<file path="config.mk">
export PLATFORM = sky130hd
export DESIGN_NAME = serial_adder
export DESIGN_NICKNAME = d
export VERILOG_FILES = /design/src/rtl/serial_adder.sv
export SDC_FILE = /design/constraint.sdc
export NUM_CORES = 1
export LEC_CHECK = 0
export CAP_MARGIN = 30
export CELL_PAD_IN_SITES_DETAIL_PLACEMENT = 1
export CELL_PAD_IN_SITES_GLOBAL_PLACEMENT = 2
export CORE_ASPECT_RATIO = 2
export CORE_MARGIN = 2
export CORE_UTILIZATION = 30
export DETAILED_ROUTE_END_ITERATION = 8
export PLACE_DENSITY = 0.72
export SLEW_MARGIN = 20
export SYNTH_ARGS = -nofsm -noshare
export SYNTH_HDL_FRONTEND = slang
export SYNTH_SLANG_ARGS = --single-unit
</file>
<file path="constraint.sdc">
create_clock -name clk -period 1.29 [get_ports clk]
set_input_delay 0.258 -clock clk [delete_from_list [all_inputs] [get_ports clk]]
set_output_delay 0.258 -clock clk [all_outputs]
set_load 0.01 [all_outputs]
</file>
<file path="src/rtl/serial_adder.sv">
// Bit-serial adder: one full-adder cell and a carry flop process the operands LSB first,
// one bit per clock, behind a start/busy/done handshake.
module serial_adder #(
  parameter int unsigned WIDTH = 8
) (
  input  logic             clk,
  input  logic             rst_n,
  input  logic             start,
  input  logic [WIDTH-1:0] a,
  input  logic [WIDTH-1:0] b,
  input  logic             cin,
  output logic             busy,
  output logic             done,
  output logic [WIDTH-1:0] sum,
  output logic             cout
);

  localparam int unsigned CntW = $clog2(WIDTH + 1);
  localparam logic [CntW-1:0] LastCnt = CntW'(WIDTH - 1);

  typedef enum logic [1:0] {StIdle, StRun, StDone} state_e;

  state_e           r_state;
  logic [WIDTH-1:0] r_a_sh;
  logic [WIDTH-1:0] r_b_sh;
  logic             r_c;
  logic [WIDTH-1:0] r_res;
  logic [CntW-1:0]  r_cnt;
  logic [WIDTH-1:0] r_sum;
  logic             r_cout;
  logic             r_busy;
  logic             r_done;

  logic             w_sum_bit;
  logic             w_carry;
  logic [WIDTH-1:0] w_res_nxt;

  always_comb begin
    w_sum_bit = r_a_sh[0] ^ r_b_sh[0] ^ r_c;
    w_carry   = (r_a_sh[0] & r_b_sh[0]) | (r_c & (r_a_sh[0] ^ r_b_sh[0]));
    // New bit enters at the MSB so the LSB-first stream lands in place after WIDTH shifts.
    w_res_nxt            = r_res >> 1;
    w_res_nxt[WIDTH-1]   = w_sum_bit;
  end

  always_ff @(posedge clk or negedge rst_n) begin
    if (!rst_n) begin
      r_state <= StIdle;
      r_a_sh  <= '0;
      r_b_sh  <= '0;
      r_c     <= 1'b0;
      r_res   <= '0;
      r_cnt   <= '0;
      r_sum   <= '0;
      r_cout  <= 1'b0;
      r_busy  <= 1'b0;
      r_done  <= 1'b0;
    end else begin
      case (r_state)
        StIdle: begin
          if (start) begin
            r_a_sh  <= a;
            r_b_sh  <= b;
            r_c     <= cin;
            r_res   <= '0;
            r_cnt   <= '0;
            r_busy  <= 1'b1;
            r_state <= StRun;
          end
        end
        StRun: begin
          r_a_sh <= r_a_sh >> 1;
          r_b_sh <= r_b_sh >> 1;
          r_c    <= w_carry;
          r_res  <= w_res_nxt;
          r_cnt  <= r_cnt + CntW'(1);
          if (r_cnt == LastCnt) begin
            r_sum   <= w_res_nxt;
            r_cout  <= w_carry;
            r_done  <= 1'b1;
            r_state <= StDone;
          end
        end
        StDone: begin
          r_done  <= 1'b0;
          r_busy  <= 1'b0;
          r_state <= StIdle;
        end
        default: begin
          r_done  <= 1'b0;
          r_busy  <= 1'b0;
          r_state <= StIdle;
        end
      endcase
    end
  end

  assign busy = r_busy;
  assign done = r_done;
  assign sum  = r_sum;
  assign cout = r_cout;

endmodule

</file>
### After elaboration in Yosys (flattened, before gate mapping)

Index checks and enable logic that the tools add are counted.
W data, S select, Z words.

| operators by class | value |
|---|---|
| add/sub/neg operators | 1 |
| equal/unequal tests | 4 |
| mux-type cells | 17 |
| bitwise gates (word level) | 7 |
| reduce and logical (&&, ||, !) cells | 7 |

Operators with widths:

| operator | count |
|---|---|
| $pmux W8 S2 | 3 |
| $mux W8 | 3 |
| $reduce_and A2 Y1 | 5 |
| $pmux W4 S2 | 1 |
| $pmux W1 S2 | 3 |
| $add A4 B1 Y4 const B | 1 |
| $eq A4 B3 Y1 const B | 1 |
| $mux W2 | 2 |
| $mux W4 | 1 |
| $ne A2 B2 Y1 const B | 2 |
| $pmux W2 S2 | 1 |
| $mux W1 | 3 |
| $and A1 B1 Y1 | 2 |
| $eq A2 B1 Y1 const B | 1 |
| $logic_not A2 Y1 | 1 |
| $not A1 Y1 | 2 |
| $reduce_bool A2 Y1 | 1 |
| $xor A1 B1 Y1 | 2 |
| $or A1 B1 Y1 | 1 |

| word-level totals | value |
|---|---|
| register bits after elaboration | 42 |
| input port bits | 20 |
| output and inout port bits | 11 |
| logic and storage cells | 46 |

### Depth between registers and ports, before layout

| logic depth | value |
|---|---|
| depth after elaboration | 4 |
| depth in mapped cells | 5 |
| gate-level depth less buffers | 4 |

### Worst setup path before layout

Ideal clock, no wire load.

| path | value |
|---|---|
| kind | reg-to-reg |
| start | register r_cnt[0] |
| end | register r_sum[7] (netlist: sum[7]) |
| library setup time | 0.127 ns |
| data arrival time | 1.265 ns |
| required time | 1.163 ns |
| path slack | -0.103 ns |
| stages on the path, launching flop included | 6 |
| buffers on the path | 1 |
| period minus slack after synthesis | 1.393 ns |
| cell sequence | dfrtp_1 > ha_1 > nand2_1 > nor4_4 > buf_6 > mux2_1 |

| between the ends | value |
|---|---|
| word-level cells in the longest chain between the ends | 2 |

RTL lines:

| item | line | text |
|---|---|---|
| start: declaration | 28 | `logic [CntW-1:0] r_cnt;` |
| start signal: assignment | 76 | `r_cnt <= r_cnt + CntW'(1);` |
| $eq A4 B3 Y1 | 77 | `if (r_cnt == LastCnt) begin` |
| $reduce_and A2 Y1 (no source line) | n/a |  |
| end signal: assignment | 78 | `r_sum <= w_res_nxt;` |
| end: declaration | 29 | `logic [WIDTH-1:0] r_sum;` |

Every way passes these cells.
A chain may end at the register's enable or synchronous reset.

### Worst setup path after layout

| path | value |
|---|---|
| start | register r_cnt[0] |
| end | register r_sum[2] (netlist: sum[2]) |

The elaborated chain is that of the path after synthesis.

==> flow_summary.toml <==
[outcome]
status = "finished, violations left"
violations = "setup timing"

[floorplanning]
start_util_pct = 30.9
core-area_um2 = 5660
die_w_um = 58.0
io_pins = 31
num_rows = 39
die-height_um = 112
die-area_um2 = 6490

[critical_path]
r2r-end = "sum[2]"
r2r_setup_slack_ns = -0.25
reg2reg_depth = 5
cp-end-kind = "register"
path_buf_inv = 1
arrival_ns = 1.69
path_delay_family = "flip-flops"
cp_cell_sequence = "ha_4 > nand2_4 > nor4_4 > buf_6 > mux2_1"
cp.required_ns = 1.44
critPathKind = "reg -> reg"
cp_slowest_cell = "dfrtp_1"
max_stage_delay_ns = 0.40
crit_fanout = 5
cp-start-kind = "register"
reg2reg_from = "r_cnt[0]"

[detailed_routing]
wl_met3_um = 109
drc = 0
drt_wl_total_mm = 4.96
drtIter0Drc = 42
vias = 1416
via_per_inst = 5.17
ant_nets = 0
firstDrtPassIters = 4
routedWlPerCell_um = 18.1
wl_met2_mm = 3.03
m1WireLength_mm = 1.75
top_layer = "met4"

[placement]
portBuffers = 30
dp_hpwl_mm = 3.10
gp_congestion = 0.713

[sta]
rsz0062_at_grt = "yes"
timing.hold.ws_ns = 0.472
tightest_slew_ns = 0.364
min_period_ns = 1.54
hold_viol = 0
max_slew_margin_pct = 75.5
post-route-worst-setup-slack_ns = -0.251
period_share_pct = 119
slew_violations = 0
skew_ns = 0.00908
setup_viol = 11
fmax_mhz = 649

[hold_path]
holdPathEnd = "done"
min_path_cells = 1
hold_class = "reg -> reg"
worstHoldStart = "done"

[yosys]
synth_cell_types = 24
syn_nets = 172
synth_area_leaders = "dfrtp_1 59%, a22oi_1 6.4%, o21ai_0 5.2%"
synth_top_area_cell = "dfrtp_1"
async_reset_ff_share_pct = 100
synthCells = 150
synth_top_area_share_pct = 58.7
ys_warn_count = 0
netlist_area_um2 = 1750
yosys-top-cells-count = "41 x dfrtp_1, 18 x o21ai_0, 15 x a22oi_1, 13 x nand2_1, 10 x nor2b_1"
ys_ff_latch = 41
synth_edf_count = 0
yosysSeqAreaShare_pct = 58.7
synth_flop_cell = "dfrtp_1"
yosysMostFrequentCell = "dfrtp_1"
syn_area_per_cell_um2 = 11.7

[final_layout]
n_antenna_cell = 0
layout.nets = 234
fill_cells = 596
syn2layout_area_growth_pct = 53.6
multiInputGateArea_um2 = 754
drive_above_1_share_pct = 29.1
ff_latch_area_um2 = 1030

[clocking]
numClockSinks = 41
htreeDepth = 2
cts_tree = "done"
clk_pin_slew_ns = 0.06
numCtsBuffers = 5
clock_latency_ns = 0.28
clockRootBuffer = "clkbuf_16"
cts_buffer_depth = 2

[power_and_ir_drop]
total_power_w = 0.00579
peakVddDrop_mv = 1.26
powerDensity_nw_per_um2 = 2160
cellLeakagePower_nw = 1.25

[global_routing]
grt_max_degree = 42
overflow = 0
grt_pass1_vias = 1629
grt_use_total_pct = 15.9
grt_antenna_before_repair = 0
grt_pass1_wl_mm = 7.83

[job]
cap_violations = 0
==> how the worst max path moves through the flow <==
| stage | slack, ns | end | start | cells past startpoint |
|---|---|---|---|---|
| after global placement | -0.42 | r_b_sh[2] | start | 4 |
| after detailed placement | -0.55 | r_b_sh[2] | start | 4 |
| final | -0.25 | sum[2] | r_cnt[0] | 5 |
| after global routing | -0.35 | sum[1] | r_cnt[0] | 5 |
| after CTS | -0.26 | sum[2] | r_cnt[1] | 5 |
| after floorplan | -0.09 | sum[7] | r_cnt[0] | 5 |
==> final cells by class <==
cell class | instances | area share, %
flip-flops and latches | 41 | 38.3
well taps | 61 | 2.84
multi-input cells | 97 | 28.1
inverters | 3 | 0.419
clock buffers | 6 | 5.17
repair buffers | 64 | 23.8
clock inverters | 2 | 1.40
==> where the power goes <==
part | total [W] | switching [W] | internal, W
Combinational | 0.00222 | 0.000953 | 0.00127
Sequential | 0.00210 | 0.000342 | 0.00176
Clock | 0.00147 | 0.000504 | 0.000965
Total | 0.00579 | 0.00180 | 0.00399
==> state kept, by name, indices dropped and copies added, names as in the netlist <==
signal and count:
r_cnt 4, sum 8, r_b_sh 8, r_state 2, done 1, r_c 1
busy 1, cout 1, r_a_sh 8, r_res 7
==> through the flow <==
stage | setup slack [ns] | TNS (ns) | utilization [%] | area (µm²) | instances
5_1_grt | -0.350 | -3.39 | 47.4 | 2690 | 274
3_5_place_dp | -0.546 | -11.74 | 39.9 | 2260 | 252
3_3_place_gp | -0.424 | -11.28 | 39.7 | 2250 | 251
6_report | -0.251 | -2.12 | 47.4 | 2690 | 274
2_1_floorplan | -0.0899 | -0.719 | - | 1750 | 150
4_1_cts | -0.263 | -2.32 | 45.4 | 2570 | 267
==> cell families (layout without fill, tap and decap cells) <==
kind of cell	Yosys count	count (layout)	share of synthesized area (%)
AO/OA/AOI/OAI	53	53	19.6
adder cells (fa/ha/maj)	2	2	1.86
flip-flops	41	41	58.7
multiplexers	11	11	7.02
buffers and inverters	13	75	3.65
AND/OR/NAND/NOR	30	31	9.16
==> timing repair <==
item,4_1_cts,5_1_grt
resized for setup,28,19
endpoints found under the setup margin,50,30
setup buffers,4,5
pin swaps,1,0
endpoints found under the hold margin,41,0
hold buffers,1,0
gates cloned,2,2
==> placed cells by master, fill, tap and decap left out, drive strengths merged, types with 3 or more instances in the layout <==
master,n
mux2,10
a21oi,9
nor2,4
nand2,13
dfrtp,41
inv,3
clkdlybuf4s50,17
clkbuf,6
a22o,8
dlygate4sd2,11
a22oi,15
nor2b,11
o21ai,18
buf,33
==> routing by layer <==
layer	up-vias	GRT usage, %
li1	664	-
met1	713	15.9
met2	31	31.1
met5	-	0
met3	8	2.44
met4	0	6.05
Note: power is estimated with default switching activity, not from simulation.
